==> src/rtl/wb_bank_arbiter.sv <==
// wb_bank_arbiter: routes core masters or the host onto address-selected memory banks with per-bank round-robin,
// ack timeout and sticky end-of-execution detection.
module wb_bank_arbiter #(
  parameter int NUM_MASTERS    = 2,
  parameter int NUM_BANKS      = 2,
  parameter int ADDR_WIDTH     = 32,
  parameter int DATA_WIDTH     = 32,
  parameter int BANK_SEL_LSB   = 31,
  parameter int TIMEOUT_CYCLES = 255
) (
  input  logic                                                  clk,
  input  logic                                                  rst,
  input  logic                                                  core_sel_i,
  input  logic [NUM_MASTERS-1:0]                                m_cyc_i,
  input  logic [NUM_MASTERS-1:0]                                m_stb_i,
  input  logic [NUM_MASTERS-1:0]                                m_we_i,
  input  logic [NUM_MASTERS*ADDR_WIDTH-1:0]                     m_addr_i,
  input  logic [NUM_MASTERS*DATA_WIDTH-1:0]                     m_data_i,
  output logic [NUM_MASTERS*DATA_WIDTH-1:0]                     m_data_o,
  output logic [NUM_MASTERS-1:0]                                m_ack_o,
  output logic [NUM_MASTERS-1:0]                                m_err_o,
  input  logic                                                  h_cyc_i,
  input  logic                                                  h_stb_i,
  input  logic                                                  h_we_i,
  input  logic [ADDR_WIDTH-1:0]                                 h_addr_i,
  input  logic [DATA_WIDTH-1:0]                                 h_data_i,
  output logic [DATA_WIDTH-1:0]                                 h_data_o,
  output logic                                                  h_ack_o,
  output logic                                                  h_err_o,
  output logic [NUM_BANKS-1:0]                                  b_cyc_o,
  output logic [NUM_BANKS-1:0]                                  b_stb_o,
  output logic [NUM_BANKS-1:0]                                  b_we_o,
  output logic [NUM_BANKS*ADDR_WIDTH-1:0]                       b_addr_o,
  output logic [NUM_BANKS*DATA_WIDTH-1:0]                       b_data_o,
  input  logic [NUM_BANKS*DATA_WIDTH-1:0]                       b_data_i,
  input  logic [NUM_BANKS-1:0]                                  b_ack_i,
  input  logic [ADDR_WIDTH-1:0]                                 end_addr_i,
  input  logic [ADDR_WIDTH-1:0]                                 end_mask_i,
  input  logic                                                  clear_finish_i,
  output logic                                                  finish_o,
  output logic [(NUM_MASTERS > 1 ? $clog2(NUM_MASTERS) : 1)-1:0] finish_master_o
);
  localparam int NM = NUM_MASTERS;
  localparam int NB = NUM_BANKS;
  localparam int AW = ADDR_WIDTH;
  localparam int DW = DATA_WIDTH;
  localparam int BW = NB > 1 ? $clog2(NB) : 1;
  localparam int FW = NM > 1 ? $clog2(NM) : 1;
  localparam int OW = $clog2(NM + 1);
  localparam int CW = TIMEOUT_CYCLES > 0 ? $clog2(TIMEOUT_CYCLES + 1) : 1;
  localparam logic [0:0] IDLE = 1'b0;
  localparam logic [0:0] BUSY = 1'b1;
  logic [NB-1:0] state;
  logic [OW-1:0] owner [NB];
  logic [CW-1:0] cnt [NB];
  logic [FW-1:0] rr [NB];
  logic [NB-1:0] any_req, live, ack_fwd, err_fwd;
  logic [OW-1:0] win [NB];
  logic [NM-1:0] hit;
  logic [FW-1:0] hit_idx, idx, o;
  logic          host, oc, os, owe;
  logic [AW-1:0] oa;
  logic [DW-1:0] od;
  function automatic logic [BW-1:0] bank_of(input logic [AW-1:0] addr);
    return (NB == 1) ? '0 : addr[BANK_SEL_LSB +: BW];
  endfunction
  // Owner index NM denotes the host port.
  always_comb begin
    m_ack_o = '0;
    m_err_o = '0;
    m_data_o = '0;
    h_ack_o = 1'b0;
    h_err_o = 1'b0;
    h_data_o = '0;
    b_cyc_o = '0;
    b_stb_o = '0;
    b_we_o = '0;
    b_addr_o = '0;
    b_data_o = '0;
    hit = '0;
    idx = '0;
    o = '0;
    host = 1'b0;
    oc = 1'b0;
    os = 1'b0;
    owe = 1'b0;
    oa = '0;
    od = '0;
    for (int k = 0; k < NB; k++) begin
      any_req[k] = 1'b0;
      win[k] = '0;
      for (int j = 0; j < NM; j++) begin
        idx = FW'((int'(rr[k]) + j) % NM);
        if (!any_req[k] && core_sel_i && m_cyc_i[idx] && m_stb_i[idx] &&
            bank_of(m_addr_i[idx*AW +: AW]) == BW'(k)) begin
          any_req[k] = 1'b1;
          win[k] = OW'(idx);
        end
      end
      if (h_cyc_i && h_stb_i && !core_sel_i && bank_of(h_addr_i) == BW'(k)) begin
        any_req[k] = 1'b1;
        win[k] = OW'(NM);
      end
      host = owner[k] == OW'(NM);
      o = host ? '0 : FW'(owner[k]);
      oc = host ? h_cyc_i : m_cyc_i[o];
      os = host ? h_stb_i : m_stb_i[o];
      owe = host ? h_we_i : m_we_i[o];
      oa = host ? h_addr_i : m_addr_i[o*AW +: AW];
      od = host ? h_data_i : m_data_i[o*DW +: DW];
      live[k] = state[k] == BUSY && oc;
      ack_fwd[k] = live[k] && b_ack_i[k];
      err_fwd[k] = live[k] && !b_ack_i[k] && TIMEOUT_CYCLES != 0 && cnt[k] == CW'(TIMEOUT_CYCLES);
      b_cyc_o[k] = live[k] && !err_fwd[k];
      b_stb_o[k] = b_cyc_o[k] && os;
      b_we_o[k] = b_cyc_o[k] && owe;
      b_addr_o[k*AW +: AW] = b_cyc_o[k] ? oa : '0;
      b_data_o[k*DW +: DW] = b_cyc_o[k] ? od : '0;
      if (host) begin
        h_ack_o = h_ack_o | ack_fwd[k];
        h_err_o = h_err_o | err_fwd[k];
        if (ack_fwd[k]) h_data_o = b_data_i[k*DW +: DW];
      end else begin
        if (err_fwd[k]) m_err_o[o] = 1'b1;
        if (ack_fwd[k]) begin
          m_ack_o[o] = 1'b1;
          m_data_o[o*DW +: DW] = b_data_i[k*DW +: DW];
          hit[o] = (oa & end_mask_i) == (end_addr_i & end_mask_i);
        end
      end
    end
    hit_idx = '0;
    for (int i = NM - 1; i >= 0; i--) if (hit[i]) hit_idx = FW'(i);
  end
  always_ff @(posedge clk or posedge rst) begin
    if (rst) begin
      state <= '0;
      finish_o <= 1'b0;
      finish_master_o <= '0;
      for (int k = 0; k < NB; k++) begin
        owner[k] <= '0;
        cnt[k] <= '0;
        rr[k] <= '0;
      end
    end else begin
      for (int k = 0; k < NB; k++) begin
        if (state[k] == IDLE) begin
          if (any_req[k]) begin
            state[k] <= BUSY;
            owner[k] <= win[k];
            cnt[k] <= '0;
            if (win[k] != OW'(NM)) rr[k] <= FW'((int'(win[k]) + 1) % NM);
          end
        end else if (!live[k] || ack_fwd[k] || err_fwd[k]) state[k] <= IDLE;
        else cnt[k] <= cnt[k] + 1'b1;
      end
      if (clear_finish_i) finish_o <= 1'b0;
      else if (!finish_o && |hit) begin
        finish_o <= 1'b1;
        finish_master_o <= hit_idx;
      end
    end
  end
endmodule

==> config.mk <==
export PLATFORM = sky130hd
export DESIGN_NAME = wb_bank_arbiter
export DESIGN_NICKNAME = d
export VERILOG_FILES = /design/src/rtl/wb_bank_arbiter.sv
export SDC_FILE = /design/constraint.sdc
export NUM_CORES = 1
export LEC_CHECK = 0
export BUFFER_PORTS_ARGS = -buffer_cell sky130_fd_sc_hd__buf_2
export CORE_AREA = 10 10 215 217
export DETAILED_ROUTE_END_ITERATION = 8
export DIE_AREA = 0 0 225 227
export SLEW_MARGIN = 40
export SYNTH_ARGS = -nofsm -noshare
export SYNTH_HDL_FRONTEND = slang
export SYNTH_SLANG_ARGS = --single-unit
==> constraint.sdc <==
create_clock -name clk -period 3.3 [get_ports clk]
set_clock_uncertainty 0.2 [all_clocks]
set_input_delay 0.825 -clock clk [delete_from_list [all_inputs] [get_ports clk]]
set_output_delay 0.825 -clock clk [all_outputs]
set_load 0.01 [all_outputs]
== After elaboration in Yosys (flattened, before gate mapping) ==
Index checks and enable logic that the tools add are counted.

* Bits in registers: 26
* Bits of input ports: 335
* Output and inout bits: 238
* Logic and storage cells: 224

* Add/sub/neg operators: 8
* Magnitude comparators: 8
* Equality and inequality tests: 10
* Shifts and indexed selects: 12
* Multiplexer cells: 102
* Bitwise gates (word level): 15
* Reductions and logical operators: 60

{| class="wikitable"
|+ Operator list
! kind !! number
|-
| 64-bit by 7-bit indexed part select with 32-bit output || 8
|-
| 32-bit 2-to-1 mux || 12
|-
| 64-bit 2-to-1 mux || 4
|-
| 32-bit by 34-bit variable shift with 64-bit output (first input constant) || 2
|-
| 32-bit by 34-bit indexed part select with 64-bit output || 2
|-
| 32-bit AND || 3
|-
| 6-bit negator with 34-bit output || 2
|-
| 64-bit AND || 1
|-
| 64-bit bitwise mux || 1
|-
| 32-bit == test || 2
|-
| 1-bit 2-to-1 mux || 61
|-
| 8-bit 2-to-1 mux || 6
|-
| 1-bit logical AND || 35
|-
| 2-bit 2-to-1 mux || 15
|-
| 8-bit by 1-bit adder with 8-bit output (second input constant) || 2
|-
| 8-bit == test (second input constant) || 2
|-
| 1-bit by 2-bit < comparator with 1-bit output (second input constant) || 6
|-
| 1-bit zero test || 10
|-
| 2-bit AND reduction || 5
|-
| 2-bit inequality test (second input constant) || 4
|-
| 1-bit inverter || 6
|-
| 3-bit AND reduction || 2
|-
| 2-bit nonzero test || 3
|-
| 1-bit adder (second input constant) || 4
|-
| other kinds (9) || 17
|}

== Logic depth before layout (Yosys ltp) ==
Gate-level depths: netlist (run 1).

* Depth after elaboration: 16
* Gate-level depth with buffers: 12
* Gate-level depth less buffers: 9

== Least setup slack after synthesis (run 1) ==
Ideal clock, no wire load.

* Path kind: input port to output port
* From: in h_cyc_i
* To: out m_data_o[33]
* Arrival: 2.496 ns
* Slack: -0.221 ns
* Cell stages on the path: 8
* Path buffers: 2
* Cells stage by stage: mux2_2 o211ai_1 inv_1 and3_1 clkbuf_1 nor2_1 clkbuf_1 a22o_1

* Cells in the longest elaborated chain, start to end: 8

{| class="wikitable"
|+ RTL lines
! what !! line !! text
|-
| start, declared || 22 || <nowiki>input logic h_cyc_i,</nowiki>
|-
| 1-bit 2-to-1 mux || 106 || <nowiki>oc = host ? h_cyc_i : m_cyc_i[o];</nowiki>
|-
| 1-bit logical AND || 111 || <nowiki>live[k] = state[k] == BUSY && oc;</nowiki>
|-
| 1-bit logical AND || 112 || <nowiki>ack_fwd[k] = live[k] && b_ack_i[k];</nowiki>
|-
| 64-bit 2-to-1 mux || 125 || <nowiki>if (ack_fwd[k]) begin</nowiki>
|-
| 64-bit 2-to-1 mux || 119 || <nowiki>if (host) begin</nowiki>
|-
| 64-bit bitwise mux || 127 || <nowiki>m_data_o[o*DW +: DW] = b_data_i[k*DW +: DW];</nowiki>
|-
| 64-bit 2-to-1 mux || 125 ||
|-
| 64-bit 2-to-1 mux (*) || 119 ||
|-
| end, declared || 19 || <nowiki>output logic [NUM_MASTERS*DATA_WIDTH-1:0] m_data_o,</nowiki>
|}

Mark *: on every way between the ends. The rest lies on a longest branch, timed or not.

== Worst setup path in the final report (run 1) ==
* From: in m_cyc_i[0]
* To: out m_data_o[4]

* Cells in the longest elaborated chain, start to end: 10

{| class="wikitable"
|+ RTL lines
! what !! line !! text
|-
| start, declared || 14 || <nowiki>input logic [NUM_MASTERS-1:0] m_cyc_i,</nowiki>
|-
| 1-bit 2-to-1 mux (implied by the code) (2 in a row) || 106 ||
|-
| 1-bit 2-to-1 mux || 106 ||
|-
| 1-bit logical AND || 111 ||
|-
| 1-bit logical AND || 112 ||
|-
| 64-bit 2-to-1 mux || 125 ||
|-
| 64-bit 2-to-1 mux || 119 ||
|-
| 64-bit bitwise mux || 127 ||
|-
| 64-bit 2-to-1 mux || 125 ||
|-
| 64-bit 2-to-1 mux (*) || 119 ||
|}

Mark *: on every way between the ends. The rest lies on a longest branch, timed or not. The select of a mux whose other input is x is not followed.

==> flow_metrics.py, run 1 <==
metrics = {
    "outcome": {
        "status": "finished, violations left",
        "failed_checks": "setup timing",
    },
    "worst_setup_path": {
        "worstPathRequired_ns": 2.27,
        "worst_setup_path_start_kind": "primary input",
        "critPathBufInv": 6,
        "arrival_ns": 2.54,
        "cp-end-kind": "primary output",
        "slowest_delay_ns": 0.25,
        "cpMaxStageDelayCell": "mux2_4",
        "crit_path_max_fanout": 8,
        "critical_path_class": "in -> out",
        "crit_chain": "buf_8, mux2_4, o211ai_1, inv_1, buf_6, nand4_1, nor2_4, buf_12, buf_16, a22o_1, buf_2",
        "cpLargestDelayFamily": "buffers and inverters",
    },
    "clock_network": {
        "clock_latency_ns": 0.27,
        "cts-root-buf": "clkbuf_16",
        "cts_buffers": 3,
        "clk_pin_slew_ns": 0.07,
        "htree_levels": 1,
        "clockBufferDepth": 2,
        "ctsHoldBuffers": 0,
        "clkSinkCount": 26,
        "cts_tree": "done",
    },
    "routing": {
        "ant_nets": 0,
        "drt_pass1_iterations": 6,
        "routed_wl_um": 57400,
        "vias_per_cell": 5.09,
        "wl_per_cell_um": 25.1,
        "drcViolationCount": 0,
        "drt_iter0_markers": 1125,
        "vias": 11600,
    },
    "floorplanning": {
        "dieArea_um2": 51100,
        "rows": 75,
        "fp.dieW_um": 225,
        "start_util_pct": 17.5,
        "num_io_pins": 573,
        "core_area_um2": 41800,
        "die_h_um": 227,
    },
    "sta": {
        "rsz0062_at_grt": "yes",
        "worst_pin_slew_ns": 0.662,
        "slew_violations": 0,
        "finalCriticalPeriod_ns": 3.57,
        "hold_viol": 0,
        "final.setup.worst_slack_ns": -0.267,
        "timing.slew.headroom_pct": 55.8,
        "setup_tns_ns": -33.55,
        "max_freq_mhz": 280,
        "setup_viol": 228,
        "period_share_pct": 108,
    },
    "logic_synthesis": {
        "yosys-top-cells-area": "mux2i_1, nor2_1, a22o_1",
        "synth_top_area_share_pct": 21.3,
        "yosys_warnings": 0,
        "yosysMostFrequentCell": "nor2_1",
        "synthTopCellsByCount": "nor2_1, mux2i_1, a21oi_1, a22o_1, nand2_1",
        "synthCells": 1126,
        "synthesis.nets": 1463,
        "synth_edf_count": 0,
        "yosys.area.top_type": "mux2i_1",
        "synthFlopType": "dfrtp_1",
        "ys_seq_area_share_pct": 8.89,
        "synth-seq-cells": 26,
        "synth.distinct_cells": 53,
        "netlist_area_um2": 7320,
        "syn_area_per_cell_um2": 6.50,
        "async_flop_share_pct": 100,
    },
    "place": {
        "placed_cell_area_um2": 11300,
        "portBuffers": 572,
        "place_congestion": 0.960,
        "hpwl_um": 46200,
        "dp_slack_ns": -0.410,
    },
    "power_and_ir_drop": {
        "power_switching_mw": 1.58,
        "peakVddDrop_uv": 234,
        "p_int_mw": 1.65,
        "swShare_pct": 49.0,
        "power.share.combinational_pct": 77.5,
        "power_frac_clock_pct": 11.3,
        "power.density_nw_per_um2": 259,
        "leakagePower_nw": 6.23,
        "p_seq_share_pct": 11.2,
    },
    "cells_and_area": {
        "nNetsFinal": 2070,
        "fillCellCount": 4647,
        "regArea_um2": 666,
        "syn2layout_area_growth_pct": 70.4,
        "layout-drive-gt1-share_pct": 43.9,
        "multi_input_area_um2": 6530,
        "finalInstanceArea_um2": 12500,
    },
    "job": {
        "cap_violations": 0,
    },
    "grt": {
        "overflow": 0,
        "grt_pass1_vias": 11100,
        "antenna_found_initial": 17,
        "grt_usage_pct": 19.7,
        "grt_pass1_wl_um": 76200,
        "grt_max_degree": 101,
    },
    "worst_hold_path": {
        "worstHoldPathType": "reg -> reg",
    },
}
kinds of logic (layout without fill, tap and decap cells):
logic type,after synthesis,count (layout),share of synthesized area (%)
xor gates and xnor gates,52,52,6.22
muxes,161,161,22.2
DFF,26,26,8.89
and+or+nand+nor,449,450,26.3
adders and majority gates,2,2,0.342
AOI/OAI and AO/OA,325,325,29.7
buffers and inverters,111,716,6.41
other,0,12,0
flip-flops by register name, summed over array words and instances (netlist names):
name	flops
cnt	16
finish_master_o	1
finish_o	1
owner	4
rr	2
state	2
layout make-up:
type | count | area share, %
clock inverters | 1 | 0.241
inverters | 26 | 0.782
flip-flops and latches | 26 | 5.33
diodes | 12 | 0.241
repair buffers | 686 | 35.1
well taps | 539 | 5.40
clock buffers | 3 | 0.602
multi-input cells | 990 | 52.3
power by group through the flow:
stage | registers, mW | clock network (mW) | logic, mW
final | 0.363 | 0.364 | 2.51
after global routing | 0.366 | 0.382 | 2.69
after CTS | 0.362 | 0.366 | 2.33
after detailed placement | 0.367 | 0 | 2.24
after global placement | 0.366 | 0 | 2.22
after floorplan | 0.357 | 0 | 1.23
per-stage QoR:
stage          hold slack [ns]  std cells  total power [mW]  util [%]
5_1_grt                  0.350       2278              3.43      29.9
6_report                 0.314       2283              3.23      29.9
3_3_place_gp             0.288       2233              2.59      27.0
2_1_floorplan            0.263       1126              1.58         -
3_5_place_dp             0.306       2233              2.61      27.0
4_1_cts                  0.317       2256              3.05      28.3
metal layers:
layer / track usage [%] / share of wire (%) / vias to the layer above
met3: 7.61 / 12 / 71
met2: 33.0 / 47 / 721
met4: 3.71 / 1.5 / 14
li1: - / - / 5295
met1: 23.5 / 38 / 5518
met5: 1.37 / 0.31 / -
what timing repair did:
item,4_1_cts,5_1_grt
setup endpoints to repair,229,236
buffers inserted,16,9
gates resized for setup,56,86
hold endpoints to repair,0,0
cloned,3,9
pin swaps,23,21
worst reg2reg max path, cell delays in order (launching register included):
cell and delay, ns:
dfrtp_4 0.43, buf_12 0.22, buf_4 0.28, mux2i_1 0.38, xnor2_1 0.17, a222oi_1 0.43, nand2_1 0.12, a221oi_1 0.27
nand4b_1 0.26, o21ai_0 0.25, o31a_1 0.14
worst paths after layout:
check	slack (ns)	startpoint	endpoint	depth (start not counted)
min in group asynchronous	0.44	rst	rr[0]	2
hold / removal	0.31	rr[0]	rr[0]	2
setup reg to reg	0.10	owner[1]	finish_o	10
setup / recovery	-0.27	m_cyc_i[0]	m_data_o[4]	11
hold reg to reg	0.31	rr[0]	rr[0]	2
max in group asynchronous	1.85	rst	cnt[14]	3
layout by cell type (no fill, tap or decap), types with 5 or more instances in the layout:
| cell | n |
|---|---|
| nand3b_1 | 5 |
| buf_6 | 40 |
| nand4_1 | 10 |
| inv_1 | 26 |
| diode_2 | 12 |
| nand3_1 | 14 |
| buf_4 | 73 |
| o21ai_0 | 12 |
| nand2b_1 | 18 |
| o22ai_1 | 28 |
| a22o_1 | 94 |
| mux2i_1 | 153 |
| a32o_1 | 5 |
| nand2_1 | 64 |
| nor2_4 | 20 |
| a22oi_1 | 9 |
| nor2_1 | 262 |
| dfrtp_1 | 22 |
| nor3_1 | 5 |
| buf_12 | 17 |
| xor2_1 | 12 |
| buf_2 | 541 |
| nor2_2 | 14 |
| a21oi_1 | 147 |
| or3_1 | 5 |
| xnor2_1 | 40 |
| mux2i_2 | 5 |
| nor2b_1 | 5 |
| buf_8 | 5 |
| clkbuf_16 | 10 |
Note: power is estimated with default switching activity, not from simulation.
==> run 2: changes to the inputs <==
- CORE_AREA: 10 10 215 217 -> 10 10 216 218
- DIE_AREA: 0 0 225 227 -> 0 0 226 228
- SLEW_MARGIN: 40 -> 20
- clock period: 3.3 -> 4.6 ns (I/O delays scaled with it)
==> run 2 against run 1 <==
Against the previous run: the run now ends clean; first-iteration DRC count shrank 18%; combinational power shrank 39%; clock power shrank 29%; worst setup slack gained 0.44 ns; critical path type unchanged; sequential share of layout area grew 0.75 points.
==> flow_metrics.py, run 2 (same netlist as run 1, synthesis figures left out) <==
metrics = {
    "outcome": {
        "status": "finished, final reports clean",
    },
    "power_and_ir_drop": {
        "power.density_nw_per_um2": 187,
        "peakVddDrop_uv": 215,
        "leakagePower_nw": 5.55,
    },
    "floorplanning": {
        "fp.dieW_um": 226,
        "rows": 76,
        "dieArea_um2": 51500,
        "die_h_um": 228,
        "start_util_pct": 17.2,
        "num_io_pins": 573,
        "core_area_um2": 42500,
    },
    "worst_setup_path": {
        "r2r_start": "owner[1]",
        "reg2regPathDepth": 9,
        "critPathBufInv": 4,
        "arrival_ns": 3.08,
        "critical_path_class": "in -> out",
        "crit_start": "m_cyc_i[0]",
        "r2r-end": "finish_master_o",
        "ff2ff_setup_slack_ns": 0.78,
        "crit_top_cell": "buf_2",
        "critPathCapture": "m_data_o[0]",
        "path_depth": 10,
        "crit_path_max_fanout": 32,
        "cp-end-kind": "primary output",
        "cpMaxStageDelayCell": "a22o_1",
        "slowest_delay_ns": 0.31,
        "worst_setup_path_start_kind": "primary input",
        "crit_chain": "buf_2, mux2_2, o211ai_1, inv_1, nand2_1, nor3_4, nor2_2, buf_12, a22o_1, buf_2",
        "cpLargestDelayFamily": "buffers and inverters",
        "worstPathRequired_ns": 3.25,
    },
    "place": {
        "dp.cells": 2182,
        "portBuffers": 572,
        "hpwl_um": 43100,
        "place_congestion": 0.954,
    },
    "clock_network": {
        "cts_buffers": 3,
        "cts-root-buf": "clkbuf_16",
        "cts_tree": "done",
        "clockBufferDepth": 2,
        "clkSinkCount": 26,
        "htree_levels": 1,
        "ctsHoldBuffers": 0,
        "clock_latency_ns": 0.26,
        "clk_pin_slew_ns": 0.07,
        "post-cts-setup-buffer-count": 0,
        "cts_resized": 0,
    },
    "routing": {
        "vias_per_cell": 4.99,
        "drt_iter0_markers": 925,
        "routed_wl_um": 51200,
        "drt_pass1_iterations": 6,
        "drcViolationCount": 0,
        "ant_nets": 0,
        "vias": 10900,
        "wl_per_cell_um": 23.4,
    },
    "cells_and_area": {
        "nNetsFinal": 1978,
        "syn2layout_area_growth_pct": 49.4,
        "multi_input_area_um2": 6230,
        "largest_reg_flops": 16,
        "layout-drive-gt1-share_pct": 38.1,
        "finalNonFillerCells": 2194,
        "regArea_um2": 666,
        "top_register": "cnt",
        "fillCellCount": 4795,
        "layout_common_cells": "buf_2, nor2_1, mux2i_1, a21oi_1, a22o_1",
        "final_common_cell": "buf_2",
        "reg_top3": "cnt: 16 flops, owner: 4 flops",
    },
    "grt": {
        "grt_util_met3_pct": 4.68,
        "use_met1_pct": 23.2,
        "use_met2_pct": 30.4,
        "grt_usage_pct": 18.4,
        "grt_pass1_vias": 10600,
        "grt_pass1_wl_um": 71500,
        "grt_max_degree": 149,
        "antenna_found_initial": 14,
        "busiest_layer": "met2",
        "overflow": 0,
    },
    "sta": {
        "max_freq_mhz": 226,
        "setup_viol": 0,
        "timing.slew.headroom_pct": 34.1,
        "rsz0062_at_grt": "no",
        "hold_viol": 0,
        "period_share_pct": 96.2,
        "setup_tns_ns": 0,
        "finalCriticalPeriod_ns": 4.43,
        "worst_pin_slew_ns": 0.982,
        "slew_violations": 0,
    },
    "job": {
        "cap_violations": 0,
    },
    "worst_hold_path": {
        "worstHoldPathType": "reg -> reg",
    },
}
-- run 2: power breakdown --
group	internal, mW	leakage (nW)	switching, mW	total [mW]
Combinational	0.598	5.16	0.921	1.52
Sequential	0.246	0.341	0.0182	0.264
Clock	0.173	0.0512	0.0851	0.258
-- run 2: cell type report --
class,count,share of cell area [%]
Clock inverter,1,0.275
Inverter,26,0.892
Timing Repair Buffer,595,28.7
Antenna cell,8,0.183
Tap cell,546,6.25
Clock buffer,3,0.686
Multi-Input combinational cell,989,57.0
Sequential cell,26,6.09
-- run 2: how the worst min path moves through the flow --
stage / from / cells past startpoint / end / slack (ns)
after floorplan: rr[0] / 2 / rr[0] / 0.26
after detailed placement: rr[0] / 2 / rr[0] / 0.30
after CTS: rr[0] / 2 / rr[0] / 0.31
after global placement: rr[0] / 2 / rr[0] / 0.28
final: rr[0] / 2 / rr[0] / 0.31
after global routing: cnt[8] / 1 / cnt[8] / 0.34
-- run 2: worst register-to-register path, stage by stage, from the launching register on --
cell and delay, ns:
dfrtp_4 0.44, buf_12 0.26, mux2i_1 0.53, mux2i_1 0.12, a2111oi_0 0.69, a22oi_1 0.26, a2111oi_0 0.83, a32o_1 0.23
a21oi_1 0.06, a21oi_1 0.11
-- run 2: routing by layer --
metal	vias up	part of all wire, %
met5	-	0.13
met4	10	2.4
met3	73	9.5
met2	563	47
met1	5202	41
li1	5095	-
-- run 2: metrics by stage --
step / hold WS [ns] / area (um2) / power (mW) / utilization [%] / worst slack, ns
3_5_place_dp: 0.295 / 10800 / 1.78 / 25.4 / 0.228
2_1_floorplan: 0.263 / 7320 / 1.14 / - / 0.429
4_1_cts: 0.314 / 10900 / 2.05 / 25.7 / 0.231
5_1_grt: 0.343 / 10900 / 2.19 / 25.7 / 0.0323
3_3_place_gp: 0.284 / 10800 / 1.77 / 25.4 / 0.254
6_report: 0.310 / 10900 / 2.04 / 25.7 / 0.175
==> run 3: changes to the inputs <==
--- a/constraint.sdc
+++ b/constraint.sdc
@@ -4,2 +4,2 @@
 set_output_delay 1.15 -clock clk [all_outputs]
-set_load 0.01 [all_outputs]
+set_load 0.02 [all_outputs]
==> run 3 against run 2 <==
Against the previous run: clock-buffer cell count stayed put; via count is 0.12% higher; critical path depth stayed put; utilization hardly changed; sequential share of layout area hardly changed; register-to-register slack worse by 0.14 ns; combinational power is 6% higher; sequential power hardly changed; critical path type unchanged.
==> flow_metrics.py, run 3 (same netlist as run 1, synthesis figures left out) <==
metrics = {
    "outcome": {
        "status": "finished, final reports clean",
    },
    "worst_setup_path": {
        "crit_path_max_fanout": 32,
        "r2r_start": "owner[1]",
        "cpMaxStageDelayCell": "a22o_1",
        "crit_start": "m_cyc_i[0]",
        "worst_setup_path_start_kind": "primary input",
        "slowest_delay_ns": 0.28,
        "worstPathRequired_ns": 3.25,
        "crit_top_cell": "buf_2",
        "critical_path_class": "in -> out",
        "cp-end-kind": "primary output",
        "arrival_ns": 3.08,
        "crit_chain": "buf_2, mux2_2, o211ai_1, inv_1, nand2_1, nor3_4, nor2_2, buf_12, a22o_1, buf_2",
    },
    "cells_and_area": {
        "reg_top3": "cnt: 16 flops, owner: 4 flops",
        "finalNonFillerCells": 2194,
        "layout-drive-gt1-share_pct": 38.1,
        "syn2layout_area_growth_pct": 49.3,
        "layout_common_cells": "buf_2, nor2_1, mux2i_1, a21oi_1, a22o_1",
        "final_common_cell": "buf_2",
        "finalInstanceArea_um2": 10900,
        "top_register": "cnt",
        "largest_reg_flops": 16,
        "fillCellCount": 4781,
        "nNetsFinal": 1977,
    },
    "routing": {
        "drt_iter0_markers": 875,
        "vias": 11000,
        "wl_per_cell_um": 23.4,
        "ant_nets": 0,
        "drt_pass1_iterations": 6,
        "vias_per_cell": 4.99,
        "drcViolationCount": 0,
        "routed_wl_um": 51400,
    },
    "sta": {
        "hold_viol": 0,
        "timing.slew.headroom_pct": 31.4,
        "slew_violations": 0,
        "max_freq_mhz": 226,
        "whs_ns": 0.315,
        "setup_viol": 0,
        "finalCriticalPeriod_ns": 4.43,
        "period_share_pct": 96.4,
        "worst_pin_slew_ns": 1.02,
        "rsz0062_at_grt": "no",
        "final.setup.worst_slack_ns": 0.167,
        "setup_tns_ns": 0,
    },
    "floorplanning": {
        "num_io_pins": 573,
        "rows": 76,
        "start_util_pct": 17.2,
        "core_area_um2": 42500,
        "die_h_um": 228,
        "dieArea_um2": 51500,
        "fp.dieW_um": 226,
    },
    "job": {
        "cap_violations": 0,
    },
    "grt": {
        "grt_pass1_vias": 10500,
        "grt_usage_pct": 18.3,
        "overflow": 0,
        "grt_pass1_wl_um": 71500,
        "grt_max_degree": 147,
        "antenna_found_initial": 14,
    },
    "power_and_ir_drop": {
        "leakagePower_nw": 5.54,
        "peakVddDrop_uv": 341,
        "swShare_pct": 52.2,
        "power_switching_mw": 1.11,
        "power_frac_clock_pct": 12.1,
        "p_seq_share_pct": 12.4,
        "power.density_nw_per_um2": 195,
        "p_int_mw": 1.02,
        "power.share.combinational_pct": 75.5,
    },
    "clock_network": {
        "htree_levels": 1,
        "clock_latency_ns": 0.26,
        "clkSinkCount": 26,
        "cts_tree": "done",
        "cts-root-buf": "clkbuf_16",
        "cts_resized": 0,
        "post-cts-setup-buffer-count": 0,
        "clockBufferDepth": 2,
        "clk_pin_slew_ns": 0.07,
        "ctsHoldBuffers": 0,
        "cts_buffers": 3,
    },
    "place": {
        "hpwl_um": 43000,
        "portBuffers": 572,
        "dp_slack_ns": 0.144,
        "dp.cells": 2181,
        "placed_cell_area_um2": 10800,
        "place_congestion": 0.969,
    },
    "worst_hold_path": {
        "worstHoldPathType": "reg -> reg",
        "worstHoldStart": "cnt[8]",
    },
}
-- run 3: cell types whose count changed in the layout (fill, tap and decap cells not counted) --
cell and change:
a2111oi_0 -1, a2111oi_1 +1, buf_4 -1, diode_2 +1
-- run 3: worst max-delay path: cells and delay by family --
family          cells  cell delay [ns]
mux                 1             0.26
compound gates      2             0.54
buf+inv             4             0.68
simple gates        3             0.43
-- run 3: final timing paths --
kind / end / slack [ns] / cells after the start
setup reg to reg: finish_master_o / 0.64 / 9
max in group asynchronous: owner[0] / 2.86 / 2
min in group asynchronous: owner[1] / 0.80 / 2
hold / removal: cnt[8] / 0.31 / 1
setup / recovery: m_data_o[0] / 0.17 / 10
hold reg to reg: cnt[8] / 0.31 / 1
-- run 3: per-layer routing --
metal,track usage (%),wire length [um]
met1,23.4,21600
met2,30.2,23900
met3,4.53,4780
met4,4.12,1090
met5,0,41
-- run 3: power groups by stage --
stage | combinational [mW] | clock [mW] | sequential [mW]
2_1_floorplan | 0.966 | 0 | 0.256
3_3_place_gp | 1.59 | 0 | 0.269
3_5_place_dp | 1.60 | 0 | 0.270
4_1_cts | 1.61 | 0.263 | 0.265
5_1_grt | 1.73 | 0.273 | 0.268
6_report | 1.61 | 0.257 | 0.265
-- run 3: area by class of cell --
cell class,instances,area (um2),area share [%]
inverter,26,97.6,0.893
clock buffer,3,75.1,0.687
antenna,9,22.5,0.206
timing repair buffer,594,3130,28.6
clock inverter,1,30.0,0.275
tap,546,683,6.25
multi-input combinational,989,6230,57.0
sequential,26,666,6.09
-- run 3: per-stage QoR --
| stage | util, % | total power, mW |
|---|---|---|
| 2_1_floorplan | - | 1.22 |
| 3_3_place_gp | 25.4 | 1.86 |
| 3_5_place_dp | 25.4 | 1.87 |
| 4_1_cts | 25.7 | 2.14 |
| 5_1_grt | 25.7 | 2.27 |
| 6_report | 25.7 | 2.13 |
